$ cat src/rtl/led_mux6_scan.sv
// Six-digit time-multiplexed seven-segment driver for the rotating banner.
// Scans one common-anode digit per slot, blanks the start of every slot to
// suppress ghosting, applies 8-level PWM brightness and per-digit masking,
// and latches all inputs once per frame so a banner shift never tears.
module led_mux6_scan #(
    parameter int N_REFRESH = 50_000,  // clk cycles per digit slot
    parameter int BLANK     = 1_000    // dark cycles at the start of each slot, >= 1
) (
    input  logic       clk,
    input  logic       rst_n,
    input  logic [4:0] in0,
    input  logic [4:0] in1,
    input  logic [4:0] in2,
    input  logic [4:0] in3,
    input  logic [4:0] in4,
    input  logic [4:0] in5,
    input  logic [2:0] bright,
    input  logic [5:0] blank_mask,
    output logic [5:0] an,
    output logic [7:0] seg,
    output logic       frame_tick
);

    // Usable lit window per slot; must be a positive multiple of 8.
    localparam int L    = N_REFRESH - BLANK;
    localparam int STEP = L / 8;
    localparam int CW   = $clog2(N_REFRESH);
    // Wide enough for STEP * 8 and for the slot counter itself.
    localparam int OW   = CW + 3;

    // Active-high gfedcba pattern for one hex nibble.
    function automatic logic [6:0] hex7(input logic [3:0] h);
        logic [6:0] p;
        case (h)
            4'h0: p = 7'h3F;
            4'h1: p = 7'h06;
            4'h2: p = 7'h5B;
            4'h3: p = 7'h4F;
            4'h4: p = 7'h66;
            4'h5: p = 7'h6D;
            4'h6: p = 7'h7D;
            4'h7: p = 7'h07;
            4'h8: p = 7'h7F;
            4'h9: p = 7'h6F;
            4'hA: p = 7'h77;
            4'hB: p = 7'h7C;
            4'hC: p = 7'h39;
            4'hD: p = 7'h5E;
            4'hE: p = 7'h79;
            default: p = 7'h71;
        endcase
        return p;
    endfunction

    logic [2:0]      d;           // digit index 0..5
    logic [CW-1:0]   c;           // position within the slot
    logic            last_c;
    logic            frame_start;

    logic [5:0][4:0] sh_code;     // frame snapshot of in0..in5
    logic [2:0]      sh_bright;
    logic [5:0]      sh_mask;

    logic [4:0]      code_sel;
    logic            mask_sel;
    logic [OW-1:0]   on_len;
    logic            in_window;
    logic            lit;

    assign last_c      = (c == CW'(N_REFRESH - 1));
    assign frame_start = (d == 3'd0) && (c == '0);

    // Scan counters: c counts through the slot, d advances and wraps 5 -> 0.
    always_ff @(posedge clk or negedge rst_n) begin
        // NOTE: state is updated with non-blocking assignments so every
        // register samples the pre-edge values of its neighbours.
        if (!rst_n) begin
            d <= 3'd0;
            c <= '0;
        end else if (last_c) begin
            c <= '0;
            d <= (d == 3'd5) ? 3'd0 : d + 3'd1;
        end else begin
            c <= c + CW'(1);
        end
    end

    // Frame snapshot, taken on the edge that leaves state (0,0).
    always_ff @(posedge clk or negedge rst_n) begin
        // NOTE: the shadow bank is small and must read as zero before the
        // first snapshot, so it is reset like ordinary control state.
        if (!rst_n) begin
            sh_code   <= '0;
            sh_bright <= 3'd0;
            sh_mask   <= 6'd0;
        end else if (frame_start) begin
            sh_code   <= {in5, in4, in3, in2, in1, in0};
            sh_bright <= bright;
            sh_mask   <= blank_mask;
        end
    end

    // Pick the shadow code and mask bit for the digit being scanned.
    always_comb begin
        // NOTE: defaults first so no path through the case leaves a
        // variable unassigned and infers a latch.
        code_sel = sh_code[0];
        mask_sel = sh_mask[0];
        case (d)
            3'd1: begin code_sel = sh_code[1]; mask_sel = sh_mask[1]; end
            3'd2: begin code_sel = sh_code[2]; mask_sel = sh_mask[2]; end
            3'd3: begin code_sel = sh_code[3]; mask_sel = sh_mask[3]; end
            3'd4: begin code_sel = sh_code[4]; mask_sel = sh_mask[4]; end
            3'd5: begin code_sel = sh_code[5]; mask_sel = sh_mask[5]; end
            default: ;
        endcase
    end

    // Lit decision: past the blanking prefix, inside the PWM window, not masked.
    always_comb begin
        on_len    = OW'(STEP) * (OW'(sh_bright) + OW'(1));
        in_window = (OW'(c) >= OW'(BLANK)) && ((OW'(c) - OW'(BLANK)) < on_len);
        lit       = in_window && !mask_sel;
    end

    // Registered outputs, one cycle behind the scan state.
    always_ff @(posedge clk or negedge rst_n) begin
        if (!rst_n) begin
            an         <= 6'h3F;
            seg        <= 8'hFF;
            frame_tick <= 1'b0;
        end else begin
            an         <= lit ? ~(6'b1 << d) : 6'h3F;
            seg        <= lit ? ~{code_sel[4], hex7(code_sel[3:0])} : 8'hFF;
            frame_tick <= frame_start;
        end
    end

endmodule

$ cat config.mk
export PLATFORM = sky130hd
export DESIGN_NAME = led_mux6_scan
export DESIGN_NICKNAME = d
export VERILOG_FILES = /design/src/rtl/led_mux6_scan.sv
export SDC_FILE = /design/constraint.sdc
export NUM_CORES = 1
export LEC_CHECK = 0
export CORE_ASPECT_RATIO = 1.2
export CORE_MARGIN = 3
export CORE_UTILIZATION = 55
export CTS_BUF_LIST = sky130_fd_sc_hd__clkbuf_2
export CTS_CLUSTER_DIAMETER = 50
export DETAILED_ROUTE_END_ITERATION = 6
export GPL_TIMING_DRIVEN = 0
export PLACE_DENSITY = 0.78
export SETUP_SLACK_MARGIN = 0.05
export SYNTH_ARGS = -nofsm -noshare
export SYNTH_HDL_FRONTEND = slang
export SYNTH_SLANG_ARGS = --single-unit
export TNS_END_PERCENT = 10
$ cat constraint.sdc
create_clock -name clk -period 5.4 [get_ports clk]
set_input_delay 1.08 -clock clk [delete_from_list [all_inputs] [get_ports clk]]
set_output_delay 1.08 -clock clk [all_outputs]
set_load 0.02 [all_outputs]
Yosys cells after proc, flatten, opt, wreduce, memory -nomap -nowiden
Memory sizes are Yosys's and may differ from the RTL's.
Index checks and enable logic that the tools add are counted.
Widths: inputs -> output; s select.
Storage, ports and cells
  output and inout port bits: 15
  logic and storage cells: 42
  memories kept: 1
  ROM bits: 112
  register bits: 73
Cells by class
  reductions and logical operators: 6
  add/sub/neg operators: 4
  bitwise gates (word level): 2
  order comparisons: 2
  shift operators: 1
  $mul: 1
  mux-type cells: 6
  eq/ne operators: 6
Memories
  (name not given): depth 16, bits a word 7, read ports 1, clocked after Yosys merged registers in 0, wr ports 0, line 34  | case (h)
Operators by type and width (number)
  $pmux 5 s5: 1
  $lt 19x17->1: 1
  $mul 13x4->17 const A: 1
  $sub 16x10->17 const B: 1
  $add 16x1->16 const B: 1
  $eq 16x16->1 const B: 1
  $ge 16x10->1 const B: 1
  $logic_not 16->1: 1
  $mux 16: 1
  $mux 8: 1
  $not 8->8: 1
  $eq 3x2->1 const B: 2
  $eq 3x3->1 const B: 2
  $mux 6: 1
  $not 6->6: 1
  $shl 1x3->6 const A: 1
  $pmux 1 s5: 1
  $add 3x1->4 const B: 1
  $add 3x1->3 const B: 1
  $eq 3x1->1 const B: 1
  $logic_and 1x1->1: 3
  $logic_not 3->1: 1
  $mux 3: 1
  $logic_not 1->1: 1

Depth between registers and ports, before layout
  depth after elaboration: 6
  gate-level depth with buffers: 22
  mapped depth without buffers: 21

Least setup slack after synthesis
No wires, ideal clock.
  path kind: register -> register
  from: register sh_bright[0]
  to: register seg[6]
  stages on the path, launching flop included: 21
  data required time: 5299 ps
  arrival: 4655 ps
  period minus slack after synthesis: 4757 ps
  path slack: 643 ps
  buffers on the path: 1
  cell sequence: dfrtp_1 inv_1 ha_1 inv_1 ha_1 or2_2 inv_1 fa_1 ha_1 a21o_1 a21oi_1 o22ai_1 o41ai_1 xor2_1 ha_1 nand4_1 nor4_1 a211oi_1 and4b_4 buf_2 o221ai_1
On the way
  longest elaborated chain between the ends: 6
Ends and longest elaborated chain
  start: declaration: line 61  | logic [2:0] sh_bright;
  start signal: assignment: line 98  | sh_bright <= bright;
  $add 3x1->4: line 121  | on_len = OW'(STEP) * (OW'(sh_bright) + OW'(1));
  $mul 13x4->17: line 121
  $lt 19x17->1: line 122  | in_window = (OW'(c) >= OW'(BLANK)) && ((OW'(c) - OW'(BLANK)) < on_len);
  $logic_and 1x1->1: line 122
  $logic_and 1x1->1: line 123  | lit = in_window && !mask_sel;
  $mux 8: line 134  | seg <= lit ? ~{code_sel[4], hex7(code_sel[3:0])} : 8'hFF;
  end signal: assignment: line 134
  end: declaration: line 20  | output logic [7:0] seg,
No other way between the ends.
A chain may end at the register's enable or synchronous reset.

Worst setup path in the final report
  from: register sh_bright[0]
  to: register seg[0]
The elaborated chain is that of the path after synthesis.

==> results.toml <==
[clock_tree]
cts_made_buffers = 9
clkSinkCount = 73
clkLatencyLatePin_ns = 0.55
path_clk_slew_ns = 0.20
clockBufferDepth = 2
root_buffer = "clkbuf_2"
cts_tree = "built"
htree_levels = 3

[synth]
ys_types = 65
synth_warnings = 0
synth_edf_count = 0
avgSynthCellArea_um2 = 10.2
async_flop_share_pct = 100
ys.flop_type = "dfrtp_1"
yosys_register_bits = 73
synth_nets = 582
synth_cells = 486
ys_seq_area_share_pct = 37.2
synth_area_mm2 = 0.00496

[timing]
slew_viol_final = 0
hold_slack_ns = 0.487
skew_ns = 0.0397
rsz0062_at_grt = "no"
setup_slack_ns = 0.340
fmax_mhz = 198
finalHoldViolations = 0
tns_ns = 0
tightest_slew_ns = 0.900
finalCritPeriodShare_pct = 93.7
fin_crit_ns = 5.06
finalSetupViolCount = 0
relSlewSlack_pct = 40.0

[floorplan]
rows = 37
die_w_um = 92.7
die_area_mm2 = 0.0102
initial_core_util_pct = 57.0
core_area_mm2 = 0.00870
chipHeight_um = 110
ioPinCount = 56

[layout]
mostFrequentLayoutCells = "dfrtp_1 (58), clkdlybuf4s50_1 (54), ha_1 (49), nand2_1 (38), mux2_1 (38)"
nNetsFinal = 652
layout-drive-gt1-share_pct = 13.0
final_common_cell = "dfrtp_1"
final_core_util_pct = 67.4
areaGrowthSynthToFinish_pct = 18.1
diodes = 0
final_area_mm2 = 0.00586
instances_no_fill = 678

[detailed_routing]
first_pass_iters = 4
drcViolationCount = 0
drt_iter0_drc = 211
wl_per_cell_um = 15.9
routed_wl_um = 10800
vias = 3846
viasPerCell = 5.67
antenna_left = 0

[worst_setup_path]
path_cells = "buf_4 -> ha_1 -> clkbuf_1 -> xnor2_2 -> ha_1 -> or2_2 -> inv_1 -> fa_1 -> ha_1 -> a21o_1 -> a21oi_1 -> o22ai_1 -> nor2_1 -> o32a_1 -> ha_1 -> nand2_1 -> nor4_1 -> a211oi_1 -> and4b_4 -> a21bo_1"
rrSetupSlack_ns = 0.34
arrival_ns = 5.56
critPathSlowestCell = "dfrtp_2"
crit_top_cell = "ha_1"
worst_setup_path_end_kind = "flop"
crit_family = "adder cells"
worst-setup-path-type = "flop to flop"
crit_required_ns = 5.90
cp_max_fo = 14
crit_path_start_kind = "flop"
critPathBufInv = 3
slowest_delay_ns = 0.47

[pwr]
p_leak_nw = 2.62
ir_worst_vdd_mv = 0.220
switching_share_pct = 32.7
p_int_uw = 917
p_total_mw = 1.36
power.switching_uw = 446
p_seq_share_pct = 42.0
clock_power_share_pct = 26.1
cellPowerDensity_mw_per_mm2 = 232
pwr-share-comb_pct = 31.9

[place]
pre_cts_slack_ns = -0.140
gp_congestion = 0.861
io_buffers = 55
place_area_mm2 = 0.00566
place_inst = 658
dp_hpwl_um = 8400

[outcome]
status = "finished clean"

[global_routing]
grt_max_degree = 74
grt_pass1_vias = 3923
antenna_found_initial = 0
grt_pass1_wl_um = 18000
globalRoute.totalOverflow = 0
grt_usage_pct = 22.4

[job]
cap_violations = 0

[worst_hold_path]
hold_path.class = "flop to flop"
-- final cells by class --
| class | instances | area (um2) |
|---|---|---|
| multi-input cells | 364 | 2930 |
| fillers | 715 | 2840 |
| flip-flops and latches | 73 | 1850 |
| repair buffers | 60 | 586 |
| well taps | 117 | 146 |
| inverters | 30 | 116 |
| plain buffers | 18 | 97.6 |
| clock inverters | 7 | 93.8 |
| clock buffers | 9 | 45.0 |
-- synthesized netlist by cell type (all sizes together), types with 3 or more instances --
library cell	n	area share, %
dfrtp	59	30
ha	49	12
mux2	41	9.3
nand2	38	2.9
nor2	37	2.9
inv	30	2.3
xor2	26	4.6
o21ai	20	2.0
a21oi	18	1.8
xnor2	16	2.8
dfstp	14	7.4
nand3	14	1.4
buf	12	1.5
nor3	8	1.0
clkbuf	7	0.53
nand2b	7	0.88
nor2b	7	0.93
fa	6	2.4
nand4	5	0.63
o211ai	5	0.76
a211oi	4	0.71
mux2i	4	0.81
nor4	4	0.50
or2	4	0.50
a211o	3	0.53
a32oi	3	0.53
and2	3	0.38
o221ai	3	0.53
or3	3	0.48
or4	3	0.53
-- path summary, 6_finish.rpt --
check,cells after the start,endpoint,from
min,1,seg[7],sh_code[4]
max reg2reg,20,seg[0],sh_bright[0]
max in group asynchronous,1,sh_bright[0],rst_n
max,20,seg[0],sh_bright[0]
min in group asynchronous,1,c[15],rst_n
min reg2reg,1,seg[7],sh_code[4]
-- logic make-up (layout without fill, tap and decap cells) --
group                    after synthesis  after routing  share of synthesized area, %
AND/OR/NAND/NOR                      142            142                          14.5
XOR/XNOR                              42             42                          7.41
buffers and inverters                 49            124                          4.34
adder cells (fa/ha/maj)               55             55                          14.8
AO/OA/AOI/OAI                         79             79                          11.2
flip-flops                            73             73                          37.2
multiplexers                          46             46                          10.6
-- power by group through the flow --
| stage | Clock, mW | Sequential (mW) | Combinational [mW] |
|---|---|---|---|
| 2_1_floorplan | 0 | 0.579 | 0.301 |
| 3_3_place_gp | 0 | 0.581 | 0.397 |
| 3_5_place_dp | 0 | 0.582 | 0.417 |
| 4_1_cts | 0.365 | 0.572 | 0.424 |
| 5_1_grt | 0.383 | 0.574 | 0.491 |
| 6_report | 0.356 | 0.572 | 0.435 |
-- sequential cells by signal (all words and copies together) (netlist names) --
name,count
d,3
c,16
frame_tick,1
sh_bright,3
sh_mask,6
sh_code,30
an,6
seg,8
-- metal layers --
layer  track usage [%]  part of all wire, %  vias to the layer above
li1                  -                    -                     1860
met4              9.53                  2.3                        0
met2              40.5                   53                       94
met3              3.80                  3.2                       24
met1              26.4                   42                     1868
met5                 0                    0                        -
-- repair_timing --
action / CTS / global route
buffers inserted: 5 / 0
setup endpoints to repair: 10 / 10
resized for setup: 2 / 5
hold buffers: 0 / 0
Note: power is estimated with default switching activity, not from simulation.
